## config.mk

```make
export PLATFORM = sky130hd
export DESIGN_NAME = read_stage_vrf_issue
export DESIGN_NICKNAME = d
export VERILOG_FILES = /design/src/rtl/read_stage_vrf_issue.sv
export SDC_FILE = /design/constraint.sdc
export NUM_CORES = 1
export LEC_CHECK = 0
export BUFFER_PORTS_ARGS = -buffer_cell sky130_fd_sc_hd__buf_2
export CORE_ASPECT_RATIO = 0.7
export CORE_MARGIN = 1.5
export CORE_UTILIZATION = 40
export DETAILED_ROUTE_END_ITERATION = 7
export GPL_ROUTABILITY_DRIVEN = 0
export PLACE_DENSITY = 0.71
export SYNTH_ARGS = -nofsm -noshare
export SYNTH_HDL_FRONTEND = slang
export SYNTH_SLANG_ARGS = --single-unit
```

## constraint.sdc

```tcl
create_clock -name clock -period 3.3 [get_ports clock]
set_clock_uncertainty 0.05 [all_clocks]
set_input_delay 0.165 -clock clock [delete_from_list [all_inputs] [get_ports clock]]
set_output_delay 0.165 -clock clock [all_outputs]
set_load 0.01 [all_outputs]
```

## src/rtl/read_stage_vrf_issue.sv

```systemverilog
// read_stage_vrf_issue: issues granted lane read requests to the VRF read
// port, follows each tag through the fixed-latency VRF pipe and buffers the
// returned data in a credit-protected FIFO for a ready/valid consumer.
// Optional feature macro: READ_STAGE_KILL_EN (instruction-index kill of
// in-flight and queued reads).
`timescale 1ns/1ps
module read_stage_vrf_issue #(
  parameter int DATA_WIDTH   = 32,
  parameter int READ_LATENCY = 2,
  parameter int QUEUE_DEPTH  = 4
) (
  input  logic                  clock,
  input  logic                  reset,
  output logic                  io_in_ready,
  input  logic                  io_in_valid,
  input  logic [4:0]            io_in_bits_vs,
  input  logic [7:0]            io_in_bits_offset,
  input  logic [3:0]            io_in_bits_readSource,
  input  logic [2:0]            io_in_bits_instructionIndex,
  input  logic                  vrfReadRequest_ready,
  output logic                  vrfReadRequest_valid,
  output logic [12:0]           vrfReadRequest_bits_addr,
  input  logic [DATA_WIDTH-1:0] vrfReadResult_data,
  input  logic                  io_out_ready,
  output logic                  io_out_valid,
  output logic [DATA_WIDTH-1:0] io_out_bits_data,
  output logic [3:0]            io_out_bits_readSource,
  output logic [2:0]            io_out_bits_instructionIndex
`ifdef READ_STAGE_KILL_EN
  ,
  input  logic                  io_kill_valid,
  input  logic [2:0]            io_kill_instructionIndex
`endif
);

  localparam int PW = (QUEUE_DEPTH > 1) ? $clog2(QUEUE_DEPTH) : 1;
  localparam int CW = PW + 1;

  typedef struct packed {
    logic [3:0] src;
    logic [2:0] idx;
  } tag_t;

  logic [READ_LATENCY-1:0] vld_pipe_q;
  tag_t [READ_LATENCY-1:0] tag_pipe_q;
  logic [DATA_WIDTH-1:0]   fifo_data_q [QUEUE_DEPTH];
  tag_t                    fifo_tag_q  [QUEUE_DEPTH];
  logic [PW-1:0]           head_q, tail_q;
  logic [CW-1:0]           count_q;
  logic                    fire, push, pop, nonempty, has_credit;
  int                      inflight, credit;

  assign nonempty = (count_q != '0);
  assign push     = vld_pipe_q[READ_LATENCY-1];

`ifdef READ_STAGE_KILL_EN
  logic [READ_LATENCY-1:0] kill_pipe_q;
  logic [QUEUE_DEPTH-1:0]  fifo_kill_q;
  logic                    head_killed, push_killed;

  // A killed head is hidden from the consumer and dropped on its own.
  assign head_killed  = nonempty & fifo_kill_q[head_q];
  assign io_out_valid = nonempty & ~head_killed;
  assign pop          = (io_out_valid & io_out_ready) | head_killed;
  assign push_killed  = kill_pipe_q[READ_LATENCY-1] |
                        (io_kill_valid &&
                         tag_pipe_q[READ_LATENCY-1].idx == io_kill_instructionIndex);

  // Killed flags along the tag pipe; a freshly accepted request starts clean.
  always_ff @(posedge clock) begin
    if (!reset) begin
      kill_pipe_q <= '0;
    end else begin
      kill_pipe_q[0] <= 1'b0;
      for (int i = 1; i < READ_LATENCY; i++)
        kill_pipe_q[i] <= kill_pipe_q[i-1] |
                          (io_kill_valid && tag_pipe_q[i-1].idx == io_kill_instructionIndex);
    end
  end

  // Killed flags per FIFO slot; a push overwrites the slot's flag.
  always_ff @(posedge clock) begin
    if (!reset) begin
      fifo_kill_q <= '0;
    end else begin
      for (int j = 0; j < QUEUE_DEPTH; j++) begin
        if (push && tail_q == PW'(j))
          fifo_kill_q[j] <= push_killed;
        else
          fifo_kill_q[j] <= fifo_kill_q[j] |
                            (io_kill_valid && fifo_tag_q[j].idx == io_kill_instructionIndex);
      end
    end
  end
`else
  assign io_out_valid = nonempty;
  assign pop          = io_out_valid & io_out_ready;
`endif

  // Credit: free FIFO slots not yet claimed by in-flight reads; an entry
  // leaving this cycle (consumed or auto-dropped) frees its slot at once.
  always_comb begin
    inflight = 0;
    for (int i = 0; i < READ_LATENCY; i++)
      inflight = inflight + int'(vld_pipe_q[i]);
    credit = QUEUE_DEPTH - inflight - int'(count_q) + int'(pop);
  end

  assign has_credit               = (credit != 0);
  assign vrfReadRequest_valid     = io_in_valid & has_credit;
  assign io_in_ready              = has_credit & vrfReadRequest_ready;
  assign fire                     = io_in_valid & io_in_ready;
  assign vrfReadRequest_bits_addr = {io_in_bits_vs, io_in_bits_offset};

  // Valid bits shadow the VRF read latency; cleared by reset so late data drops.
  always_ff @(posedge clock) begin
    if (!reset) begin
      vld_pipe_q <= '0;
    end else begin
      vld_pipe_q[0] <= fire;
      for (int i = 1; i < READ_LATENCY; i++)
        vld_pipe_q[i] <= vld_pipe_q[i-1];
    end
  end

  // Tag payload follows the valid bits; no reset needed.
  always_ff @(posedge clock) begin
    tag_pipe_q[0] <= {io_in_bits_readSource, io_in_bits_instructionIndex};
    for (int i = 1; i < READ_LATENCY; i++)
      tag_pipe_q[i] <= tag_pipe_q[i-1];
  end

  // FIFO storage written at tail when the VRF data lines up with its tag.
  always_ff @(posedge clock) begin
    if (push) begin
      fifo_data_q[tail_q] <= vrfReadResult_data;
      fifo_tag_q[tail_q]  <= tag_pipe_q[READ_LATENCY-1];
    end
  end

  // FIFO pointers and occupancy.
  always_ff @(posedge clock) begin
    if (!reset) begin
      head_q  <= '0;
      tail_q  <= '0;
      count_q <= '0;
    end else begin
      if (push) tail_q <= tail_q + 1'b1;
      if (pop)  head_q <= head_q + 1'b1;
      if (push && !pop)      count_q <= count_q + 1'b1;
      else if (!push && pop) count_q <= count_q - 1'b1;
    end
  end

  assign io_out_bits_data             = fifo_data_q[head_q];
  assign io_out_bits_readSource       = fifo_tag_q[head_q].src;
  assign io_out_bits_instructionIndex = fifo_tag_q[head_q].idx;

  // Credit accounting guarantees a free slot for every push.
  a_no_push_full: assert property (@(posedge clock) disable iff (!reset)
    push |-> count_q != CW'(QUEUE_DEPTH));

endmodule
```

After elaboration in Yosys (flattened, before gate mapping)

Memory sizes are Yosys's and may differ from the RTL's. A register that Yosys moved wholly into a read port is not among the register bits.
Cells that the tools add are included.

Register bits: 23
Bits in writable memories: 156
Logic and storage cells: 37
Memories kept: 2

Memory list:

| name        | depth | bits a word | rd ports | clocked after Yosys merged registers in | write ports | line | RTL |
|---|---|---|---|---|---|---|---|
| fifo_data_q | 4     | 32          | 1        | 1                                       | 1           | 46   | `logic [DATA_WIDTH-1:0] fifo_data_q [QUEUE_DEPTH];` |
| fifo_tag_q  | 4     | 7           | 1        | 1                                       | 1           | 47   | `tag_t fifo_tag_q [QUEUE_DEPTH];` |

Reduce and logical (&&, ||, !) cells: 7
Mux-type cells: 8
Bitwise operators: 4
Add/sub/neg operators: 8

Operator list:

| operator                                         | number |
|---|---|
| nonzero test 32 bit                              | 1 |
| two-way mux 2 bit                                | 4 |
| adder 5 x 2 -> 6 bit                             | 1 |
| two-way mux 3 bit                                | 2 |
| subtractor 4 x 4 -> 5 bit                        | 1 |
| adder 2 x 1 -> 2 bit, second input constant      | 2 |
| AND 1 bit                                        | 4 |
| subtractor 3 x 2 -> 4 bit, first input constant  | 1 |
| adder 3 x 1 -> 3 bit, second input constant      | 1 |
| nonzero test 3 bit                               | 1 |
| subtractor 3 x 1 -> 3 bit, second input constant | 1 |
| adder 1 x 1 -> 2 bit                             | 1 |
| logical AND 1 bit                                | 2 |
| zero test 1 bit                                  | 2 |
| two-way mux 1 bit                                | 2 |
| nonzero test 2 bit                               | 1 |

Longest topological paths before layout

Gate-level depths: netlist of run 1.

Depth in word-level cells: 7
Mapped depth: 11

Worst setup path after synthesis of run 1

Ideal clock, no wire load.

Path kind: reg2out
Start point: reg vld_pipe_q[1]
End point: out io_in_ready
Arrival time: 2.419 ns
Path slack: 0.666 ns
Buffers on the path: 0
Stages on the path, launching flop included: 10
Path through: dfxtp_1 -> inv_1 -> ha_1 -> inv_1 -> ha_1 -> inv_1 -> fa_1 -> and3b_1 -> or4_4 -> a31oi_1

Word-level cells in the longest chain between the ends: 6

Ends and longest elaborated chain:

| element                           | line | RTL |
|---|---|---|
| from (decl)                       | 44   | `logic [READ_LATENCY-1:0] vld_pipe_q;` |
| from (signal, indexed assignment) | 122  | `vld_pipe_q[i] <= vld_pipe_q[i-1];` |
| adder 1 x 1 -> 2 bit              | 105  | `inflight = inflight + int'(vld_pipe_q[i]);` |
| subtractor 3 x 2 -> 4 bit         | 106  | `credit = QUEUE_DEPTH - inflight - int'(count_q) + int'(pop);` |
| subtractor 4 x 4 -> 5 bit         | 106  |  |
| adder 5 x 2 -> 6 bit              | 106  |  |
| nonzero test 32 bit               | 109  | `assign has_credit = (credit != 0);` |
| AND 1 bit                         | 111  | `assign io_in_ready = has_credit & vrfReadRequest_ready;` |
| to (decl)                         | 14   | `output logic io_in_ready,` |

No other way between the ends.

Worst setup path after layout of run 1

Start point: reg vld_pipe_q[0]
End point: out vrfReadRequest_valid

Word-level cells in the longest chain between the ends: 6

Ends and longest elaborated chain:

| element                           | line | RTL |
|---|---|---|
| from (signal assigned)            | 120  | `vld_pipe_q[0] <= fire;` |
| from (signal, indexed assignment) | 122  |  |
| adder 1 x 1 -> 2 bit              | 105  |  |
| subtractor 3 x 2 -> 4 bit         | 106  |  |
| subtractor 4 x 4 -> 5 bit         | 106  |  |
| adder 5 x 2 -> 6 bit              | 106  |  |
| nonzero test 32 bit               | 109  |  |
| AND 1 bit                         | 110  | `assign vrfReadRequest_valid = io_in_valid & has_credit;` |
| to (decl)                         | 21   | `output logic vrfReadRequest_valid,` |

No other way between the ends.

==> impl_metrics.json, run 1 <==
{
  "drive_above_1_share": 0.397,
  "multi_input_area_mm2": 0.00139,
  "synth-compound-area-share": 0.0109,
  "ant_nets": 0,
  "p_leak_nw": 2.96,
  "rr_worst_depth": 9,
  "endpoint": "vrfReadRequest_valid",
  "slowest_stage": "fa_2",
  "async_flop_share": 0,
  "regToRegSetupSlack_ns": 0.80,
  "netlist.area_leader.share": 0.694,
  "syn_to_final_growth_pct": 25.5,
  "hold_viol": 0,
  "cp-end-kind": "output port",
  "grt.overflow.total": 0,
  "firstDrtPassIters": 4,
  "timing.final.ws_setup_ns": 0.119,
  "antenna_found_initial": 0,
  "wl_per_cell_um": 17.7,
  "min_period_over_period": 0.964,
  "dr_total_vias": 3284,
  "slowest_delay_ns": 0.56,
  "cp-start-kind": "register",
  "drt_iter0_markers": 181,
  "required_ns": 3.08,
  "die_w_um": 158,
  "cp.arrival_ns": 2.97,
  "core.rowCount": 39,
  "synthCells": 310,
  "ys_warn_count": 0,
  "synth_edf_count": 156,
  "fin_area_mm2": 0.00848,
  "maxSlewViolCount": 0,
  "clk_path_buf_depth": 2,
  "drc": 0,
  "yosys.area_share.simple": 0.0202,
  "nets": 517,
  "ys_ff_latch": 181,
  "cts_tree": "done",
  "crit_fanout": 4,
  "die_area_mm2": 0.0177,
  "die_h_um": 112,
  "tightest_slew_ns": 0.805,
  "io_pins": 112,
  "cts_sinks": 181,
  "grt_first_pass_wirelength_mm": 19.4,
  "track_usage": 0.151,
  "fillCellCount": 1318,
  "vias_per_cell": 4.81,
  "worstSkewPairLatency_ns": 0.43,
  "path_class": "reg -> out",
  "dpl-instance-area_mm2": 0.00740,
  "status": "completed",
  "core_mm2": 0.0164,
  "start_util": 0.412,
  "fin_util": 0.517,
  "totalWireLength_mm": 12.1,
  "synth_cell_types": 29,
  "slew_headroom": 0.463,
  "cap_violations": 0,
  "yosysSeqAreaShare": 0.768,
  "ir_drop_mv": 0.327,
  "r2r_start": "vld_pipe_q[0]",
  "hp-class": "in -> reg",
  "clkTransAtPathRegs_ns": 0.08,
  "synthFlopType": "edfxtp_1",
  "synth_mux_area_frac": 0.133,
  "grt_max_degree": 40,
  "seq_area_mm2": 0.00519,
  "synth_xor_area_frac": 0.00649,
  "setup_viol": 0,
  "hpwl_mm": 7.23,
  "synth_top_family_by_area": "multiplexers",
  "syn_nets": 382,
  "cts_buffers": 17,
  "diodes": 0,
  "port_buffers": 85,
  "synthAdderAreaFrac": 0.0311,
  "ctsHtreeMaxLevel": 4,
  "synthMostInstantiatedCell": "edfxtp_1",
  "power.density_mw_per_mm2": 659,
  "min-delay-start": "reset",
  "min_period_ns": 3.18,
  "cts_root_buf": "clkbuf_16",
  "place_ws_ns": 0.404,
  "synth_common_cells": "edfxtp_1, mux4_2, dfxtp_1",
  "critPathLaunch": "vld_pipe_q[0]",
  "crit_chain": "inv_1 > ha_1 > inv_2 > ha_1 > inv_1 > fa_2 > and3b_1 > or4_4 > a31oi_4 > buf_2",
  "synthTopCellsByArea": "edfxtp_1, mux4_2, dfxtp_1, ha_1, buf_4",
  "grt_pass1_vias": 3556,
  "timing.rr.end": "vld_pipe_q[0]",
  "syn-cell-area_mm2": 0.00675,
  "syn_avg_cell_area_um2": 21.8,
  "yosys.area.top_type": "edfxtp_1",
  "fmaxAchievable_mhz": 314
}
-- critical path: cells and delay by family, from the launching register on --
kind | cells | cell delay [ns]
simple gates | 2 | 0.72
compound gates | 1 | 0.18
flops | 1 | 0.34
buf+inv | 4 | 0.35
fa+ha+maj | 3 | 0.95
-- routing by layer --
layer  vias up  share of wire  track usage
met2        88           0.49        0.237
met1      1662           0.44        0.198
met4         0          0.016       0.0567
met3        31          0.054       0.0455
met5         -              0            0
li1       1503              -            -
-- worst min-delay path by stage --
stage / end / slack [ns] / cells past startpoint
6_report: count_q[1] / 0.02 / 2
5_1_grt: count_q[1] / 0.02 / 2
4_1_cts: count_q[1] / 0.008 / 2
3_5_place_dp: tag_pipe_q[4] / 0.22 / 1
3_3_place_gp: tag_pipe_q[5] / 0.22 / 1
2_1_floorplan: tag_pipe_q[0] / 0.14 / 0
-- cells in the final DEF (no fill, tap or decap), types with 2 or more instances in the layout --
| cell | instances |
|---|---|
| buf_4 | 11 |
| ha_1 | 12 |
| fa_1 | 2 |
| xnor2_1 | 3 |
| buf_2 | 85 |
| dlygate4sd3_1 | 41 |
| clkbuf_16 | 17 |
| nor2b_1 | 2 |
| inv_6 | 2 |
| inv_8 | 3 |
| dfxtp_1 | 22 |
| inv_12 | 3 |
| and2_1 | 6 |
| edfxtp_1 | 156 |
| xor2_1 | 2 |
| mux2i_1 | 2 |
| inv_1 | 16 |
| and2_2 | 4 |
| a31oi_1 | 2 |
| mux4_2 | 39 |
| dfxtp_4 | 2 |
| clkinv_8 | 5 |
| or3_1 | 2 |
| o31ai_2 | 2 |
| clkinv_4 | 2 |
-- sequential cells by signal (all words and copies together) (netlist names), named ones only --
register	count
fifo_data_q	128
fifo_tag_q	28
tag_pipe_q	14
count_q	3
head_q	2
tail_q	2
vld_pipe_q	2
-- power breakdown --
| part | internal (mW) | switching [mW] | total, mW |
|---|---|---|---|
| registers | 2.55 | 0.127 | 2.68 |
| clock network | 1.05 | 0.992 | 2.04 |
| logic | 0.478 | 0.388 | 0.866 |
-- kinds of logic after synthesis --
family,count (synthesis)
buffers and inverters,38
adder cells (fa/ha/maj),15
XOR/XNOR,5
AO/OA/AOI/OAI,10
multiplexers,41
flip-flops,181
AND/OR/NAND/NOR,20
-- final cells by class --
type / instances / share of cell area
clock buffers: 17 / 0.0502
clock inverters: 15 / 0.0235
inverters: 17 / 0.00753
multi-input cells: 91 / 0.164
flip-flops and latches: 181 / 0.613
well taps: 225 / 0.0332
repair buffers: 137 / 0.108
-- what timing repair did --
| action | in CTS | in global routing |
|---|---|---|
| cloned | 0 | 0 |
| hold buffers | 41 | 0 |
| setup endpoints to repair | 2 | 2 |
| pin swaps | 0 | 0 |
| resized for setup | 1 | 6 |
| endpoints found under the hold margin | 136 | 0 |
| buffers inserted | 0 | 2 |
-- stage by stage --
stage               TNS [ns]  hold WS [ns]  power (mW)  cells
global placement           0         0.218        3.49    608
floorplan                  0         0.143        3.25    310
detailed placement         0         0.219        3.53    608
global route        -0.00527        0.0198        5.84    683
finish                     0        0.0214        5.58    683
CTS                        0       0.00779        5.61    681
Note: power is estimated with default switching activity, not from simulation.
==> run 2, diff against run 1 <==
Settings changed: CELL_PAD_IN_SITES_DETAIL_PLACEMENT set to 1, CELL_PAD_IN_SITES_GLOBAL_PLACEMENT set to 1, PLACE_DENSITY 0.71 to 0.79, RECOVER_POWER set to 25.
==> impl_metrics.json, run 2 (synthesis gave the netlist of run 1 again) <==
{
  "status": "completed",
  "min_period_over_period": 0.972,
  "placed_cells": 600,
  "ir_drop_mv": 0.341,
  "rr_worst_depth": 11,
  "cts_tree": "done",
  "worstSkewPairLatency_ns": 0.41,
  "drt_iter0_markers": 201,
  "whs_path_depth": 2,
  "syn_to_final_growth_pct": 24.3,
  "top_register": "fifo_data_q",
  "grt_pass1_vias": 3681,
  "power.density_mw_per_mm2": 670,
  "final_common_cell": "edfxtp_1",
  "ant_nets": 0,
  "diodes": 0,
  "die_area_mm2": 0.0177,
  "cp-start-kind": "register",
  "cts_buffers": 17,
  "cp-end-kind": "output port",
  "hold_viol": 0,
  "required_ns": 3.08,
  "setup_viol": 0,
  "hp-class": "in -> reg",
  "regToRegSetupSlack_ns": 0.70,
  "slew_headroom": 0.241,
  "grt_max_degree": 40,
  "wl_per_cell_um": 19.6,
  "tightest_slew_ns": 1.14,
  "final_cell_mix": "edfxtp_1, buf_2, dlygate4sd3_1",
  "antenna_found_initial": 0,
  "min_period_ns": 3.21,
  "ctsHtreeMaxLevel": 4,
  "cp.arrival_ns": 2.99,
  "core_mm2": 0.0164,
  "start_util": 0.412,
  "track_usage": 0.156,
  "critPathLaunch": "vld_pipe_q[1]",
  "p_total_mw": 5.62,
  "cap_violations": 0,
  "min-delay-start": "reset",
  "grt.overflow.total": 0,
  "drc": 0,
  "r2r_start": "vld_pipe_q[1]",
  "dr_total_vias": 3272,
  "maxSlewViolCount": 0,
  "vias_per_cell": 4.85,
  "totalWireLength_mm": 13.2,
  "die_w_um": 158,
  "firstDrtPassIters": 4,
  "clk_path_buf_depth": 2,
  "clkTransAtPathRegs_ns": 0.07,
  "crit_fanout": 7,
  "fin_util": 0.512,
  "die_h_um": 112,
  "hold_end": "count_q[2]",
  "drive_above_1_share": 0.358,
  "fmaxAchievable_mhz": 312,
  "cts_root_buf": "clkbuf_16",
  "hpwl_mm": 7.52,
  "path_class": "reg -> out",
  "port_buffers": 85,
  "cts_sinks": 181,
  "p_leak_nw": 2.88,
  "grt_first_pass_wirelength_mm": 20.1,
  "core.rowCount": 39,
  "timing.rr.end": "vld_pipe_q[0]",
  "largest_register_ffs": 128,
  "instances_no_fill": 675,
  "reg_top3": "fifo_data_q (128), fifo_tag_q (28), tag_pipe_q (14)",
  "nets": 509,
  "io_pins": 112
}
[run 2: changes by cell type in the layout (fill, tap and decap cells not counted), sizes merged]
| cell | change |
|---|---|
| clkbuf | +14 |
| buf | -22 |
[run 2: power breakdown]
group | internal (mW) | switching [mW]
Clock | 1.03 | 0.974
Combinational | 0.494 | 0.442
Sequential | 2.55 | 0.131
Total | 4.07 | 1.55
[run 2: layout make-up]
cell class / count / area [µm²]
Tap cell: 225 / 282
Clock buffer: 17 / 425
Inverter: 17 / 63.8
Sequential cell: 181 / 5190
Clock inverter: 15 / 174
Fill cell: 1498 / 8000
Multi-Input combinational cell: 91 / 1410
Timing Repair Buffer: 129 / 841
[run 2: layer usage]
metal,share of wire,global-route usage,up-vias
li1,-,-,1476
met1,0.43,0.194,1703
met2,0.52,0.267,79
met3,0.044,0.0401,14
met4,0.011,0.0461,0
met5,0,0,-
[run 2: metrics by stage]
stage / setup WS [ns] / setup TNS, ns / hold WS (ns) / instance area, µm²
global placement: 0.559 / 0 / 0.219 / 7340
finish: 0.0939 / 0 / 0.0458 / 8390
detailed placement: 0.349 / 0 / 0.219 / 7340
global route: -0.0410 / -0.0738 / 0.0447 / 8390
floorplan: 0.666 / 0 / 0.143 / 6750
CTS: 0.000560 / 0 / 0.0232 / 8350
[run 2: what timing repair did]
action | CTS | global route
gates resized for setup | 2 | 9
endpoints found under the hold margin | 136 | 0
hold buffers | 41 | 0
pin swaps | 0 | 2
setup endpoints to repair | 2 | 2
buffers inserted | 0 | 2
[run 2: worst max path at each step]
| stage | slack, ns | cells past startpoint | to |
|---|---|---|---|
| 2_1_floorplan | 0.67 | 9 | io_in_ready |
| 3_3_place_gp | 0.56 | 10 | vrfReadRequest_valid |
| 3_5_place_dp | 0.35 | 10 | io_in_ready |
| 4_1_cts | 0.0006 | 10 | io_in_ready |
| 5_1_grt | -0.04 | 12 | io_in_ready |
| 6_report | 0.09 | 12 | io_in_ready |
[run 2: critical path, cell delays in order, from the launching register on]
cell     delay (ns)
dfxtp_4        0.38
inv_1          0.06
ha_1           0.27
inv_1          0.04
ha_1           0.27
inv_1          0.06
ha_1           0.16
inv_1          0.06
fa_1           0.39
a211o_1        0.35
a21oi_4        0.25
a31oi_4        0.11
buf_2          0.17
